### src/rtl/pwm_hbridge_ramp.sv
// H-bridge PWM driver with a per-frame duty slew limit and a dead-time interlock on reversal.
// state | meaning: OFF = unpowered, outputs 00 | RUN = PWM drive | BRAKE = both low sides on (11) | DEAD = 00 gap before reversal
module pwm_hbridge_ramp #(
    parameter int WIDTH       = 8,
    parameter int PRESCALE    = 20,
    parameter int RAMP_STEP   = 8,
    parameter int DEAD_CYCLES = 16
) (
    input  logic             clk,
    input  logic             n_reset,
    input  logic             power,
    input  logic             clockwise,
    input  logic             n_brake,
    input  logic [WIDTH-1:0] period,
    input  logic [WIDTH-1:0] duty,
    output logic             motor_a,
    output logic             motor_b,
    output logic [WIDTH-1:0] duty_eff,
    output logic             frame_start,
    output logic             dead
);

    localparam int PW = WIDTH + $clog2(PRESCALE) + 1;
    localparam int DW = (DEAD_CYCLES > 1) ? $clog2(DEAD_CYCLES) : 1;
    localparam logic [WIDTH-1:0] SLOT_LAST = {{(WIDTH-1){1'b1}}, 1'b0};
    localparam logic [PW-1:0]    PRESC     = PW'(PRESCALE);
    localparam logic [DW-1:0]    DEAD_LOAD = DW'(DEAD_CYCLES - 1);
    localparam logic [31:0]      RSTEP     = 32'(RAMP_STEP);

    typedef enum logic [1:0] {S_OFF, S_RUN, S_BRAKE, S_DEAD} state_t;

    state_t           state_q, state_d;
    logic             dir_q, dir_d;
    logic [PW-1:0]    presc_q, presc_d;
    logic [WIDTH-1:0] slot_q, slot_d;
    logic [WIDTH-1:0] period_q, period_d;
    logic [WIDTH-1:0] duty_eff_q, duty_eff_d;
    logic [DW-1:0]    dead_cnt_q, dead_cnt_d;
    logic [1:0]       motor_q, motor_d;
    logic             frame_start_q, frame_start_d;
    logic             dead_q, dead_d;

    logic [WIDTH-1:0] period_nz;
    logic [PW-1:0]    slot_len;
    logic             slot_end;
    logic [WIDTH-1:0] ramp_diff, ramp_step, ramped;
    logic             new_frame;

    always_ff @(posedge clk or negedge n_reset) begin
        if (!n_reset) begin
            state_q       <= S_OFF;
            dir_q         <= 1'b0;
            presc_q       <= '0;
            slot_q        <= '0;
            period_q      <= '0;
            duty_eff_q    <= '0;
            dead_cnt_q    <= '0;
            motor_q       <= 2'b00;
            frame_start_q <= 1'b0;
            dead_q        <= 1'b0;
        end else begin
            state_q       <= state_d;
            dir_q         <= dir_d;
            presc_q       <= presc_d;
            slot_q        <= slot_d;
            period_q      <= period_d;
            duty_eff_q    <= duty_eff_d;
            dead_cnt_q    <= dead_cnt_d;
            motor_q       <= motor_d;
            frame_start_q <= frame_start_d;
            dead_q        <= dead_d;
        end
    end

    always_comb begin
        period_nz = (period_q == '0) ? WIDTH'(1) : period_q;
        slot_len  = PW'(period_nz) * PRESC;
        slot_end  = (presc_q == slot_len - 1'b1);
    end

    // Step toward the target by at most RAMP_STEP; the clamp to the remaining distance prevents overshoot.
    always_comb begin
        ramp_diff = (duty >= duty_eff_q) ? (duty - duty_eff_q) : (duty_eff_q - duty);
        ramp_step = (32'(ramp_diff) > RSTEP) ? RSTEP[WIDTH-1:0] : ramp_diff;
        if (RAMP_STEP == 0) begin
            ramped = duty;
        end else if (duty >= duty_eff_q) begin
            ramped = duty_eff_q + ramp_step;
        end else begin
            ramped = duty_eff_q - ramp_step;
        end
    end

    always_comb begin
        state_d = state_q;
        if (!power) begin
            state_d = S_OFF;
        end else if (!n_brake) begin
            state_d = S_BRAKE;
        end else begin
            case (state_q)
                S_OFF, S_BRAKE: state_d = S_RUN;
                S_RUN:          state_d = (clockwise != dir_q) ? S_DEAD : S_RUN;
                S_DEAD:         state_d = (dead_cnt_q == '0) ? S_RUN : S_DEAD;
                default:        state_d = S_OFF;
            endcase
        end
    end

    always_comb begin
        dir_d         = clockwise;
        presc_d       = '0;
        slot_d        = '0;
        period_d      = period_q;
        duty_eff_d    = '0;
        dead_cnt_d    = '0;
        motor_d       = 2'b00;
        frame_start_d = 1'b0;
        dead_d        = 1'b0;
        new_frame     = 1'b0;

        // The latch follows clockwise except while driving or in the dead gap, where the reversal is pending.
        if ((state_q == S_RUN && state_d == S_RUN) || state_q == S_DEAD) begin
            dir_d = dir_q;
        end

        case (state_d)
            S_RUN: begin
                presc_d    = presc_q + 1'b1;
                slot_d     = slot_q;
                duty_eff_d = duty_eff_q;
                if (state_q != S_RUN) begin
                    new_frame = 1'b1;
                end else if (slot_end) begin
                    presc_d = '0;
                    if (slot_q == SLOT_LAST) begin
                        new_frame = 1'b1;
                    end else begin
                        slot_d = slot_q + 1'b1;
                    end
                end
                if (new_frame) begin
                    presc_d    = '0;
                    slot_d     = '0;
                    period_d   = period;
                    duty_eff_d = ramped;
                end
                frame_start_d = new_frame;
                if (slot_d < duty_eff_d) begin
                    motor_d = dir_d ? 2'b01 : 2'b10;
                end
            end
            S_BRAKE: motor_d = 2'b11;
            S_DEAD: begin
                dead_d     = 1'b1;
                dead_cnt_d = (state_q == S_DEAD) ? (dead_cnt_q - 1'b1) : DEAD_LOAD;
            end
            default: ;
        endcase
    end

    assign motor_a     = motor_q[1];
    assign motor_b     = motor_q[0];
    assign duty_eff    = duty_eff_q;
    assign frame_start = frame_start_q;
    assign dead        = dead_q;

endmodule

### config.mk
export PLATFORM = sky130hd
export DESIGN_NAME = pwm_hbridge_ramp
export DESIGN_NICKNAME = d
export VERILOG_FILES = /design/src/rtl/pwm_hbridge_ramp.sv
export SDC_FILE = /design/constraint.sdc
export NUM_CORES = 1
export LEC_CHECK = 0
export BUFFER_PORTS_ARGS = -buffer_cell sky130_fd_sc_hd__buf_2
export CORE_ASPECT_RATIO = 0.9
export CORE_UTILIZATION = 47
export CTS_CLUSTER_DIAMETER = 40
export CTS_CLUSTER_SIZE = 30
export DETAILED_ROUTE_END_ITERATION = 16
export HOLD_SLACK_MARGIN = 0.06
export PLACE_DENSITY = 0.76
export SLEW_MARGIN = 20
export SYNTH_ARGS = -nofsm -noshare
export SYNTH_HDL_FRONTEND = slang
export SYNTH_SLANG_ARGS = --single-unit
### constraint.sdc
create_clock -name clk -period 6.2 [get_ports clk]
set_input_delay 0 -clock clk [delete_from_list [all_inputs] [get_ports clk]]
set_output_delay 0 -clock clk [all_outputs]
set_load 0.02 [all_outputs]
==> results of run 1 <==
area by class of cell:
cell class              instances  area, um^2
multi-input cells             393        3130
fillers                       805        3820
clock inverters                 1        30.0
repair buffers                 74         512
inverters                      33         124
flip-flops and latches         49        1230
well taps                     122         153
clock buffers                   7        86.3
worst paths after layout:
kind                                               from                      end  slack (ns)  cells after the start
worst max-delay path              duty_eff[0]$_DFF_PN0_     motor_q[1]$_DFF_PN0_        0.24                     32
worst min-delay path                            n_reset  period_q[6]$_DFFE_PN0P_        0.31                      3
worst max register to register    duty_eff[0]$_DFF_PN0_     motor_q[1]$_DFF_PN0_        0.24                     32
worst min register to register  dead_cnt_q[0]$_DFF_PN0_  dead_cnt_q[0]$_DFF_PN0_        0.50                      1
max in group asynchronous                       n_reset    duty_eff[0]$_DFF_PN0_        5.44                      3
min in group clk                              period[4]  period_q[4]$_DFFE_PN0P_        0.45                      3
per-layer routing:
metal / global-route usage, % / part of all wire [%]
met3: 2.44 / 3.4
met2: 35.7 / 48
met1: 27.4 / 47
met4: 5.71 / 1.1
met5: 0 / 0
per-stage QoR:
step	hold slack [ns]	util (%)	instances	power, W
after CTS	0.343	55.9	673	0.00123
after global routing	0.384	57.9	679	0.00134
after global placement	0.135	52.7	650	0.000958
final	0.314	57.9	679	0.00126
after detailed placement	0.140	52.7	650	0.000975
after floorplan	-0.296	-	490	0.000845
placed cells by master (no fill, tap or decap), types with 4 or more instances in the layout:
cell type      instances
a31oi_1               11
a21o_1                11
nor2_1                50
ha_4                   4
buf_2                 32
buf_4                 28
nand4_1               11
xnor2_1               25
dlygate4sd3_1         13
nand2b_1               5
mux2_2                10
xor2_1                26
dfrtp_1               46
o21ai_1                7
clkbuf_8               6
nand2_1               26
nand3_1               13
nor2b_1                8
o21ai_0               10
a21oi_1               24
and3_1                 9
ha_1                  38
inv_1                 32
nor3_1                 9
and2_1                 5
or2_2                  4
mux2i_1                8
nand3b_1               5
power by group:
part | leakage (nW) | internal (W) | switching [W] | total, W
registers | 0.651 | 0.000338 | 0.0000259 | 0.000364
logic | 1.69 | 0.000298 | 0.000358 | 0.000656
clock network | 0.0585 | 0.000132 | 0.000106 | 0.000238
total | 2.40 | 0.000767 | 0.000490 | 0.00126
logic make-up after synthesis:
group                      Yosys count
AOI/OAI and AO/OA                   99
xor gates and xnor gates            53
and+or+nand+nor                    175
muxes                               18
DFF                                 49
buffers and inverters               48
adders and majority gates           48
registers in the layout, indices dropped and copies added (netlist names):
signal       cells
state_q          2
presc_q         14
duty_eff         8
dead_cnt_q       4
period_q         8
frame_start      1
motor_q          2
slot_q           8
dir_q            1
dead             1
repair_timing:
action                                 4_1_cts  5_1_grt
resized for setup                            7       34
pin swaps                                    6       25
setup endpoints to repair                    2        2
hold buffers                                13        0
endpoints found under the hold margin       62        0
setup buffers                                2        6
worst register-to-register path: cells and delay by family (launching register included):
| kind | cells | cell delay, ns |
|---|---|---|
| simple gates | 12 | 1.94 |
| compound gates | 10 | 1.67 |
| fa+ha+maj | 5 | 1.22 |
| flops | 1 | 0.42 |
| xor+xnor | 2 | 0.35 |
| buf+inv | 3 | 0.23 |
==> impl_metrics.csv, run 1 <==
group,metric,value,unit
sta,maxSlewHeadroom,48.7,%
logic_synthesis,ys_seq_area_share,28.0,%
logic_synthesis,synthAdderAreaFrac,14.4,%
global_route,first_global_vias,3693,
worst_hold_path,hold_class,"input pin to async pin",
logic_synthesis,synthMuxAreaShare,4.40,%
logic_synthesis,synthFlopType,"dfrtp_1",
flow_run,max-cap-violations,0,
logic_synthesis,synth_commonest_cells,"nor2_1, dfrtp_1, ha_1",
floorplan,die_h,93.5,um
logic_synthesis,synth.ff_latch_count,49,
finish,nets,625,
logic_synthesis,async_flop_share,100,%
floorplan,die_width,104,um
logic_synthesis,synth_edf_count,0,
clock_tree,clkSinkCount,49,
sta,timing.setup.tns,0,ns
global_route,grt_max_degree,50,
pwr,vdd_ir_drop_max,0.000126,V
global_route,antenna_found_initial,0,
logic_synthesis,synth_compound_area_share,16.2,%
placed_design,gp_congestion,0.882,
setup_path,cpMaxStageDelayCell,"dfrtp_2",
routing,wl,9.87,mm
setup_path,worstSetupEndpointType,"register",
sta,drv_slew,0,
setup_path,path_max_fanout,4,
placed_design,placed_cell_area,4790,um^2
logic_synthesis,yosys.area_share.simple,21.7,%
setup_path,critical-path-top-delay-family,"simple AND/OR/NAND/NOR gates",
floorplan,io-pin-count,33,
clock_tree,cts_buffers,5,
finish,final_area,5260,um^2
setup_path,worst-path-buf-inv,3,
logic_synthesis,syn-num-nets,559,
logic_synthesis,netlist_top_cells_area,"dfrtp_1, ha_1, xor2_1",
setup_path,required,6.40,ns
logic_synthesis,synth_top_area_cell,"dfrtp_1",
global_route,grt_use_total,20.6,%
global_route,grt-ovfl-total,0,
routing,wl_per_cell,14.5,um
routing,first_pass_iters,4,
finish,syn2layout_area_growth,20.2,%
setup_path,critPathMaxStageDelay,0.42,ns
logic_synthesis,syn_avg_cell_area,8.93,um^2
routing,vias,3674,
logic_synthesis,synth_top_family_by_area,"simple AND/OR/NAND/NOR gates",
clock_tree,cts_tree,"done",
setup_path,crit_type,"register to register",
placed_design,dp_slack,-0.166,ns
floorplan,die_area,9700,um^2
global_route,grt_pass1_wl,16.6,mm
pwr,power_density,239,nW/um^2
placed_design,portBuffers,32,
sta,setup_ws,0.240,ns
logic_synthesis,yosys_warnings,0,
pwr,p_leak,2.40,nW
finish,drive_above_1_share,24.1,%
clock_tree,clk_pin_slew,0.09,ns
finish,antenna_cells,0,
floorplan,core.rowCount,33,
logic_synthesis,yosysMostFrequentCell,"nor2_1",
clock_tree,clock-root-buffer,"clkbuf_8",
sta,fin_crit_sh,96.1,%
logic_synthesis,synth_top_area_share,28.0,%
logic_synthesis,syn_inst,490,
clock_tree,clk_latency,0.31,ns
logic_synthesis,syn_area,4380,um^2
routing,vias_per_cell,5.41,
sta,tightest_slew,0.763,ns
clock_tree,ctsHtreeMaxLevel,2,
logic_synthesis,synth_cell_type_count,64,
routing,antenna_left,0,
sta,setup_viol,0,
sta,finalClockSkew,0.00785,ns
logic_synthesis,synth-xor-area-share,11.1,%
setup_path,crit_top_cell,"o21ai_1",
routing,drc,0,
setup_path,worstSetupStartpointType,"register",
routing,drtIter0Drc,166,
sta,hold_violations,0,
outcome,status,"finished clean",
floorplan,core_area,9080,um^2
sta,period_minus_slack,5.96,ns
floorplan,initial_core_util,48.2,%
clock_tree,cts_buffer_depth,2,
placed_design,dpl.hpwl,7.38,mm
setup_path,crit_arrival,6.16,ns
sta,clock.fmax,0.168,GHz
(Power assumes the default switching activity.)
==> run 2: changes to the inputs <==
--- a/config.mk
+++ b/config.mk
@@ -11,6 +11,7 @@
 export CTS_CLUSTER_DIAMETER = 40
 export CTS_CLUSTER_SIZE = 30
 export DETAILED_ROUTE_END_ITERATION = 16
+export GPL_TIMING_DRIVEN = 0
 export HOLD_SLACK_MARGIN = 0.06
 export PLACE_DENSITY = 0.76
 export SLEW_MARGIN = 20
==> run 2 against run 1 <==
The flow now finishes with violations (negative setup slack). Non-clock buffer count up 7. Global-route usage is 0.14 points lower. Sequential cell count is the same. Die area did not move. Final area grew 0.67%. Sequential share of layout area decreased by 0.15 points. First-iteration DRC count rose by 9.6%. Clock-buffer cell count unchanged. Critical path depth is 1 lower. Clock power is essentially flat. Critical endpoint is now motor_q[0]$_DFF_PN0_.
==> impl_metrics.csv, run 2 (synthesis results as in run 1) <==
group,metric,value,unit
clock_tree,cts_buffers,5,
clock_tree,clk_pin_slew,0.09,ns
setup_path,worstSetupEndpointType,"register",
finish,drive_above_1_share,24.5,%
sta,tightest_slew,0.788,ns
flow_run,max-cap-violations,0,
pwr,power,0.00128,W
setup_path,crit_arrival,6.42,ns
finish,fillCellCount,786,
routing,drtIter0Drc,182,
sta,period_minus_slack,6.23,ns
pwr,power_density,242,nW/um^2
setup_path,worstSetupStartpointType,"register",
finish,final-seq-area,1230,um^2
setup_path,required,6.39,ns
placed_design,dp_slack,-0.734,ns
clock_tree,clock-root-buffer,"clkbuf_8",
clock_tree,cts_tree,"done",
pwr,vdd_ir_drop_max,0.000114,V
sta,setup_viol,1,
setup_path,crit_type,"register to register",
finish,largest_register_ffs,14,
sta,setup_ws,-0.0273,ns
global_route,grt_pass1_wl,16.3,mm
floorplan,initial_core_util,48.2,%
sta,rsz0062_at_grt,"true",
clock_tree,clkSinkCount,49,
floorplan,die_width,104,um
routing,wl,10.1,mm
global_route,grt-ovfl-total,0,
placed_design,portBuffers,32,
finish,final_area,5300,um^2
floorplan,io-pin-count,33,
floorplan,die_area,9700,um^2
clock_tree,cts_buffer_depth,2,
placed_design,gp_congestion,0.843,
pwr,p_leak,2.41,nW
sta,finalClockSkew,0.00987,ns
routing,wl_per_cell,14.7,um
finish,final_common_cell,"nor2_1",
global_route,antenna_found_initial,0,
floorplan,core_area,9080,um^2
routing,vias_per_cell,5.57,
sta,drv_slew,0,
sta,fin_crit_sh,100,%
clock_tree,clk_latency,0.31,ns
placed_design,dpl.hpwl,6.99,mm
floorplan,core.rowCount,33,
sta,hold_violations,0,
finish,antenna_cells,0,
routing,drc,0,
sta,maxSlewHeadroom,47.0,%
outcome,violations,"negative setup slack",
finish,mostFrequentLayoutCells,"nor2_1, dfrtp_1, ha_1",
clock_tree,ctsHtreeMaxLevel,2,
setup_path,cpMaxStageDelayCell,"dfrtp_2",
setup_path,crit_top_cell,"ha_4",
finish,multi_input_comb_area,3140,um^2
setup_path,critPathMaxStageDelay,0.42,ns
global_route,grt_max_degree,50,
finish,nets,632,
finish,syn2layout_area_growth,21.0,%
sta,clock.fmax,0.161,GHz
floorplan,die_h,93.5,um
routing,antenna_left,0,
global_route,first_global_vias,3698,
global_route,grt_use_total,20.5,%
finish,largest_register,"presc_q",
worst_hold_path,hold_class,"input pin to async pin",
routing,first_pass_iters,4,
outcome,status,"finished, violations left",
setup_path,path_max_fanout,4,
routing,vias,3823,
placed_design,placed_cell_area,4690,um^2
-- run 2: changes by cell type in the layout (fill, tap and decap cells not counted), moves of 2 or more --
cell,before,now
nor2_2,1,4
buf_4,28,24
buf_1,0,2
o21ai_1,7,4
clkbuf_1,1,8
nor2_1,50,48
o21ai_2,1,3
ha_2,2,4
-- run 2: cell type report --
cell class | count | share of cell area, %
tap | 122 | 2.88
clock buffer | 7 | 1.63
buffer | 12 | 0.969
multi-input combinational | 393 | 59.4
inverter | 33 | 2.34
sequential | 49 | 23.2
timing repair buffer | 69 | 9.00
clock inverter | 1 | 0.567
-- run 2: path summary, 6_finish.rpt --
check	from	end	slack (ns)	cells past startpoint
min	n_reset	period_q[5]$_DFFE_PN0P_	0.24	2
max	duty_eff[0]$_DFF_PN0_	motor_q[0]$_DFF_PN0_	-0.03	31
max reg2reg	duty_eff[0]$_DFF_PN0_	motor_q[0]$_DFF_PN0_	-0.03	31
max in group asynchronous	n_reset	duty_eff[1]$_DFF_PN0_	5.51	2
min in group clk	period[6]	period_q[6]$_DFFE_PN0P_	0.45	3
min reg2reg	dead_cnt_q[0]$_DFF_PN0_	dead_cnt_q[0]$_DFF_PN0_	0.50	1
-- run 2: report_power, final --
part	total [W]	switching, W	internal [W]
registers	0.000362	0.0000242	0.000338
logic	0.000683	0.000373	0.000310
clock network	0.000239	0.000107	0.000132
-- run 2: layer usage --
layer	wire, um	GRT usage, %	share of wire (%)
met1	4590	25.5	45
met2	5050	37.0	50
met3	310	2.44	3.1
met4	168	6.90	1.7
met5	0	0	0
-- run 2: worst max-delay path, delay by kind of cell (launching register included) --
family / cells / cell delay [ns]
AO/OA/AOI/OAI: 9 / 1.45
XOR/XNOR: 1 / 0.21
adder cells (fa/ha/maj): 5 / 1.26
buffers and inverters: 2 / 0.22
flip-flops: 1 / 0.42
multiplexers: 1 / 0.27
AND/OR/NAND/NOR: 13 / 2.27
-- run 2: per-stage QoR --
stage / TNS [ns] / hold slack [ns] / util [%] / instances
final: -0.0273 / 0.240 / 58.3 / 686
after global routing: -0.533 / 0.311 / 58.3 / 686
after CTS: 0 / 0.446 / 56.0 / 675
after detailed placement: -1.41 / 0.236 / 51.7 / 644
after global placement: -1.15 / 0.231 / 51.7 / 644
after floorplan: 0 / -0.296 / - / 490
-- run 2: repair_timing --
item                                   4_1_cts  5_1_grt
gates resized for setup                     16       31
setup endpoints to repair                    2        2
cloned                                       0        0
hold buffers                                13        0
pin swaps                                   14       22
buffers inserted                            13       11
endpoints found under the hold margin       65        0
